===== src/rtl/pwm_ramp_if.sv =====
// pwm_ramp_if: target/step handshake plus compare/status outputs of the duty ramp.
interface pwm_ramp_if #(parameter int W = 8);
   logic [W-1:0] target, step, compare;
   logic         target_valid, target_ready, busy, done;
   modport master (output target, step, target_valid, input target_ready, compare, busy, done);
   modport slave  (input target, step, target_valid, output target_ready, compare, busy, done);
endinterface


===== src/rtl/pwm_ramp.sv =====
// pwm_ramp: steps the pwm compare value toward a requested target, one step per STEP_DIV periods.
module pwm_ramp #(
   parameter int CTR_LEN  = 8,
   parameter int STEP_DIV = 4
) (
   input logic     clk,
   input logic     rst,
   pwm_ramp_if.slave bus
);
   typedef enum logic {IDLE, RAMP} state_t;
   localparam logic [7:0] DL = 8'(STEP_DIV - 1);
   state_t             state, state_n;
   logic [CTR_LEN-1:0] cnt, cmp, cmp_n, tgt, tgt_n, stp, stp_n, nxt;
   logic [CTR_LEN:0]   up, dn;
   logic [7:0]         div, div_n;
   logic               done_q, done_n, boundary;
   assign boundary         = &cnt;
   assign bus.compare      = cmp;
   assign bus.busy         = state == RAMP;
   assign bus.target_ready = state == IDLE;
   assign bus.done         = done_q;
   always_comb begin
      up      = {1'b0, cmp} + {1'b0, stp};
      dn      = {1'b0, cmp} - {1'b0, stp};
      // saturate at the target in both directions; dn[MSB] flags a borrow
      nxt     = (tgt > cmp) ? ((up >= {1'b0, tgt}) ? tgt : up[CTR_LEN-1:0])
                            : ((dn[CTR_LEN] || dn <= {1'b0, tgt}) ? tgt : dn[CTR_LEN-1:0]);
      state_n = state;
      cmp_n   = cmp;
      tgt_n   = tgt;
      stp_n   = stp;
      div_n   = div;
      done_n  = 1'b0;
      if (state == IDLE && bus.target_valid) begin
         tgt_n = bus.target;
         stp_n = (bus.step == '0) ? CTR_LEN'(1) : bus.step;
         div_n = '0;
         if (bus.target == cmp) done_n = 1'b1;
         else state_n = RAMP;
      end else if (state == RAMP && boundary) begin
         if (div == DL) begin
            cmp_n = nxt;
            div_n = '0;
            if (nxt == tgt) begin
               state_n = IDLE;
               done_n  = 1'b1;
            end
         end else div_n = div + 8'd1;
      end
   end
   always_ff @(posedge clk or negedge rst) begin
      if (!rst) state <= IDLE;
      else state <= state_n;
   end
   always_ff @(posedge clk or negedge rst) begin
      if (!rst) begin
         cnt    <= '0;
         cmp    <= '0;
         tgt    <= '0;
         stp    <= CTR_LEN'(1);
         div    <= '0;
         done_q <= 1'b0;
      end else begin
         cnt    <= cnt + CTR_LEN'(1);
         cmp    <= cmp_n;
         tgt    <= tgt_n;
         stp    <= stp_n;
         div    <= div_n;
         done_q <= done_n;
      end
   end
endmodule


===== src/flat_wrapper.sv =====
// flat-port wrapper written by rule: the top's interface ports become plain ports
module pwm_ramp_flat 
#(
   parameter int CTR_LEN  = 8,
   parameter int STEP_DIV = 4
)
  (clk, rst, bus_target, bus_step, bus_target_valid, bus_target_ready, bus_compare, bus_busy, bus_done);
  pwm_ramp_if bus_i ();
  input logic clk;
  input logic rst;
  input wire logic [$bits(bus_i.target)-1:0] bus_target;
  input wire logic [$bits(bus_i.step)-1:0] bus_step;
  input wire logic [$bits(bus_i.target_valid)-1:0] bus_target_valid;
  output wire logic [$bits(bus_i.target_ready)-1:0] bus_target_ready;
  output wire logic [$bits(bus_i.compare)-1:0] bus_compare;
  output wire logic [$bits(bus_i.busy)-1:0] bus_busy;
  output wire logic [$bits(bus_i.done)-1:0] bus_done;
  assign bus_i.target = bus_target;
  assign bus_i.step = bus_step;
  assign bus_i.target_valid = bus_target_valid;
  assign bus_target_ready = bus_i.target_ready;
  assign bus_compare = bus_i.compare;
  assign bus_busy = bus_i.busy;
  assign bus_done = bus_i.done;
  pwm_ramp #(.CTR_LEN(CTR_LEN), .STEP_DIV(STEP_DIV)) u_core (.clk(clk), .rst(rst), .bus(bus_i));
endmodule

===== config.mk =====
export PLATFORM = sky130hd
export DESIGN_NAME = pwm_ramp_flat
export DESIGN_NICKNAME = d
export VERILOG_FILES = /design/src/rtl/pwm_ramp_if.sv /design/src/rtl/pwm_ramp.sv /design/src/flat_wrapper.sv
export SDC_FILE = /design/constraint.sdc
export NUM_CORES = 1
export LEC_CHECK = 0
export CORE_MARGIN = 1
export CORE_UTILIZATION = 50
export CTS_BUF_LIST = sky130_fd_sc_hd__clkbuf_8
export DETAILED_ROUTE_END_ITERATION = 7
export DONT_BUFFER_PORTS = 1
export GPL_TIMING_DRIVEN = 1
export PLACE_DENSITY_LB_ADDON = 0.12
export SYNTH_ARGS = -nofsm -noshare
export SYNTH_HDL_FRONTEND = slang
export SYNTH_SLANG_ARGS = --single-unit
export TNS_END_PERCENT = 5

===== constraint.sdc =====
create_clock -name clk -period 3.3 [get_ports clk]
set_input_delay 0.66 -clock clk [delete_from_list [all_inputs] [get_ports clk]]
set_output_delay 0.66 -clock clk [all_outputs]
set_load 0.02 [all_outputs]

==> results_dict.tcl <==
set metrics [dict create \
    reg2reg_depth 16 \
    worst_slew_pin_slew_ns 0.741 \
    cp_num_buf_inv 1 \
    cts_buffer_depth 2 \
    arrival_ns 3.75 \
    root_buffer "clkbuf_8" \
    ir_worst_vdd_uv 199 \
    swShare_pct 36.0 \
    setup_viol 10 \
    ys.flop_type "dfrtp_1" \
    fin_crit_sh_pct 108 \
    synth_area_mm2 0.00378 \
    nets 573 \
    synth_area_per_cell_um2 8.69 \
    place_congestion 0.926 \
    synth_area_leaders "dfrtp_1, ha_1, nand2_1" \
    clk_pin_slew_ns 0.09 \
    synth_common_cells "nand2_1, ha_1, dfrtp_1" \
    yosys.area.top_type_share_pct 27.1 \
    synth_most_common_cell "nand2_1" \
    die_h_um 89.0 \
    start_util_pct 51.9 \
    drive_gt1_share_pct 25.8 \
    grt_antenna_before_repair 0 \
    reg2reg_slack_ns -0.27 \
    yosysSeqAreaShare_pct 27.8 \
    p_per_area_mw_per_mm2 387 \
    hold_slack_ns 0.0302 \
    dr.pass1.iters 4 \
    core_mm2 0.00729 \
    reg2reg_from "u_core.stp[0]" \
    io_buffers 0 \
    drcViolationCount 0 \
    failed_checks "setup timing" \
    synth.distinct_cells 70 \
    yosysWarnings 0 \
    synth_cells 435 \
    cts_buffers 5 \
    ctsHoldBuffers 0 \
    required_ns 3.48 \
    cts.sinks 42 \
    min_period_ns 3.57 \
    max_freq_mhz 280 \
    criticalPathCategory "reg -> reg" \
    crit_slowest_cell "dfstp_2" \
    total_leakage_power_nw 2.19 \
    p_int_mw 1.15 \
    status "complete, but fails checks" \
    postRouteAntennaNets 0 \
    relSlewSlack_pct 50.4 \
    clock_skew_ns 0.0102 \
    drv_slew 0 \
    cp_max_fo 5 \
    antenna_cells 0 \
    final_util_pct 63.7 \
    power_frac_seq_pct 33.3 \
    clkPwrFrac_pct 23.3 \
    p_comb_share_pct 43.4 \
    rsz0062_at_grt "true" \
    via_per_inst 5.70 \
    finalWirelength_um 10500 \
    dp_slack_ns -0.453 \
    gr-total-overflow 0 \
    dr_total_vias 3480 \
    yosys.area.top_type "dfrtp_1" \
    start_kind "register" \
    grt_max_degree 43 \
    die_x_um 89.0 \
    grt_pass1_vias 3276 \
    finalPower_mw 1.80 \
    cts_tree "done" \
    pin_count 30 \
    crit_family "compound AO/OA/AOI/OAI gates" \
    h-tree-depth 2 \
    rr_endpoint "u_core.bus.compare[6]" \
    p_switching_mw 0.647 \
    slowest_delay_ns 0.57 \
    worstPathCellList "ha_4 -> inv_2 -> fa_2 -> a211oi_4 -> nor3_4 -> o21ai_2 -> nand2b_1 -> xor2_1 -> ha_1 -> o21ai_0 -> nor2_1 -> o221a_2 -> nand3_2 -> or2_4 -> and3_4 -> o41a_1" \
    setup_ws_ns -0.270 \
    place.detailed.hpwl_um 8360 \
    hp-class "in -> async" \
    row_count 31 \
    cap_violations 0 \
    clock_latency_ns 0.31 \
    dr.first_iter.drc_count 218 \
    synth_fp_nets 498 \
    synth_edf_count 0 \
    dieArea_mm2 0.00791 \
    placement.cell_area_mm2 0.00446 \
    drt-wirelength-per-cell_um 17.2 \
    postSynth.asyncResetShare_pct 100 \
    hold_viol_final 0 \
    grt_pass1_wl_um 16500 \
    design_area_mm2 0.00464 \
    ys_ff_latch 42 \
    syn_to_final_growth_pct 22.8 \
    cp-end-kind "register" \
    grt.total_usage_pct 28.2 \
]
[state kept, by name, indices dropped and copies added (netlist names)]
| name | flops |
|---|---|
| u_core.stp | 8 |
| u_core.div | 8 |
| u_core.cnt | 8 |
| u_core.bus.compare | 8 |
| u_core.bus.busy | 1 |
| u_core.bus.done | 1 |
| u_core.tgt | 8 |
[layer usage]
layer  track usage [%]  part of all wire, %
met5                 0                    0
met4              11.0                  3.0
met3              6.37                  6.9
met2              44.8                   45
met1              37.5                   45
[final cells by class]
type / instances / area [µm²]
clock buffer: 5 / 68.8
clock inverter: 3 / 41.3
fill: 649 / 2650
inverter: 32 / 120
multi-input combinational: 343 / 2590
sequential: 42 / 1050
tap: 99 / 124
timing repair buffer: 86 / 649
[kinds of logic (layout without fill, tap and decap cells)]
group / after synthesis / after routing / synth area share, %
flops: 42 / 42 / 27.8
simple gates: 152 / 153 / 21.5
xor+xnor: 36 / 36 / 8.54
buf+inv: 51 / 126 / 6.35
compound gates: 110 / 110 / 20.8
fa+ha+maj: 44 / 44 / 15.0
[per-stage QoR]
stage | TNS [ns] | std cells
CTS | -2.29 | 610
detailed placement | -3.90 | 600
floorplan | -1.45 | 435
global placement | -3.10 | 600
finish | -2.24 | 610
global route | -4.14 | 610
[power groups by stage]
stage / combinational, mW / clock, mW / sequential [mW]
6_report: 0.780 / 0.419 / 0.598
5_1_grt: 0.855 / 0.445 / 0.603
4_1_cts: 0.757 / 0.427 / 0.596
3_5_place_dp: 0.735 / 0 / 0.606
3_3_place_gp: 0.720 / 0 / 0.606
2_1_floorplan: 0.512 / 0 / 0.593
[worst max-delay path by stage]
stage,endpoint,cells past startpoint,start,slack (ns)
after detailed placement,u_core.bus.compare[7],16,u_core.stp[0],-0.45
after CTS,u_core.bus.compare[6],16,u_core.stp[0],-0.26
after floorplan,u_core.bus.compare[6],17,u_core.stp[0],-0.20
final,u_core.bus.compare[6],16,u_core.stp[0],-0.27
after global placement,u_core.bus.compare[7],16,u_core.stp[0],-0.35
after global routing,u_core.bus.compare[6],16,u_core.stp[0],-0.45
[cells in the final DEF (no fill, tap or decap), types with 9 or more instances in the layout]
cell type and count:
o21ai_0 31, xor2_1 17, xnor2_1 18, dfrtp_1 39, inv_1 30, buf_4 85, ha_1 41, nor2_1 24
a21oi_1 17, nor3_1 9, nand2_1 46, nand3_1 13
[repair_timing]
action / 4_1_cts / 5_1_grt
buffers inserted: 1 / 0
gates cloned: 1 / 0
pin swaps: 6 / 5
setup endpoints to repair: 10 / 10
endpoints found under the hold margin: 0 / 0
gates resized for setup: 6 / 7
[worst register-to-register path: cells and delay by family (launching register included)]
family,cells,cell delay [ns]
fa+ha+maj,3,0.81
xor+xnor,1,0.16
compound gates,5,1.01
simple gates,6,0.86
flops,1,0.57
buf+inv,1,0.04
Note: power is estimated with default switching activity, not from simulation.
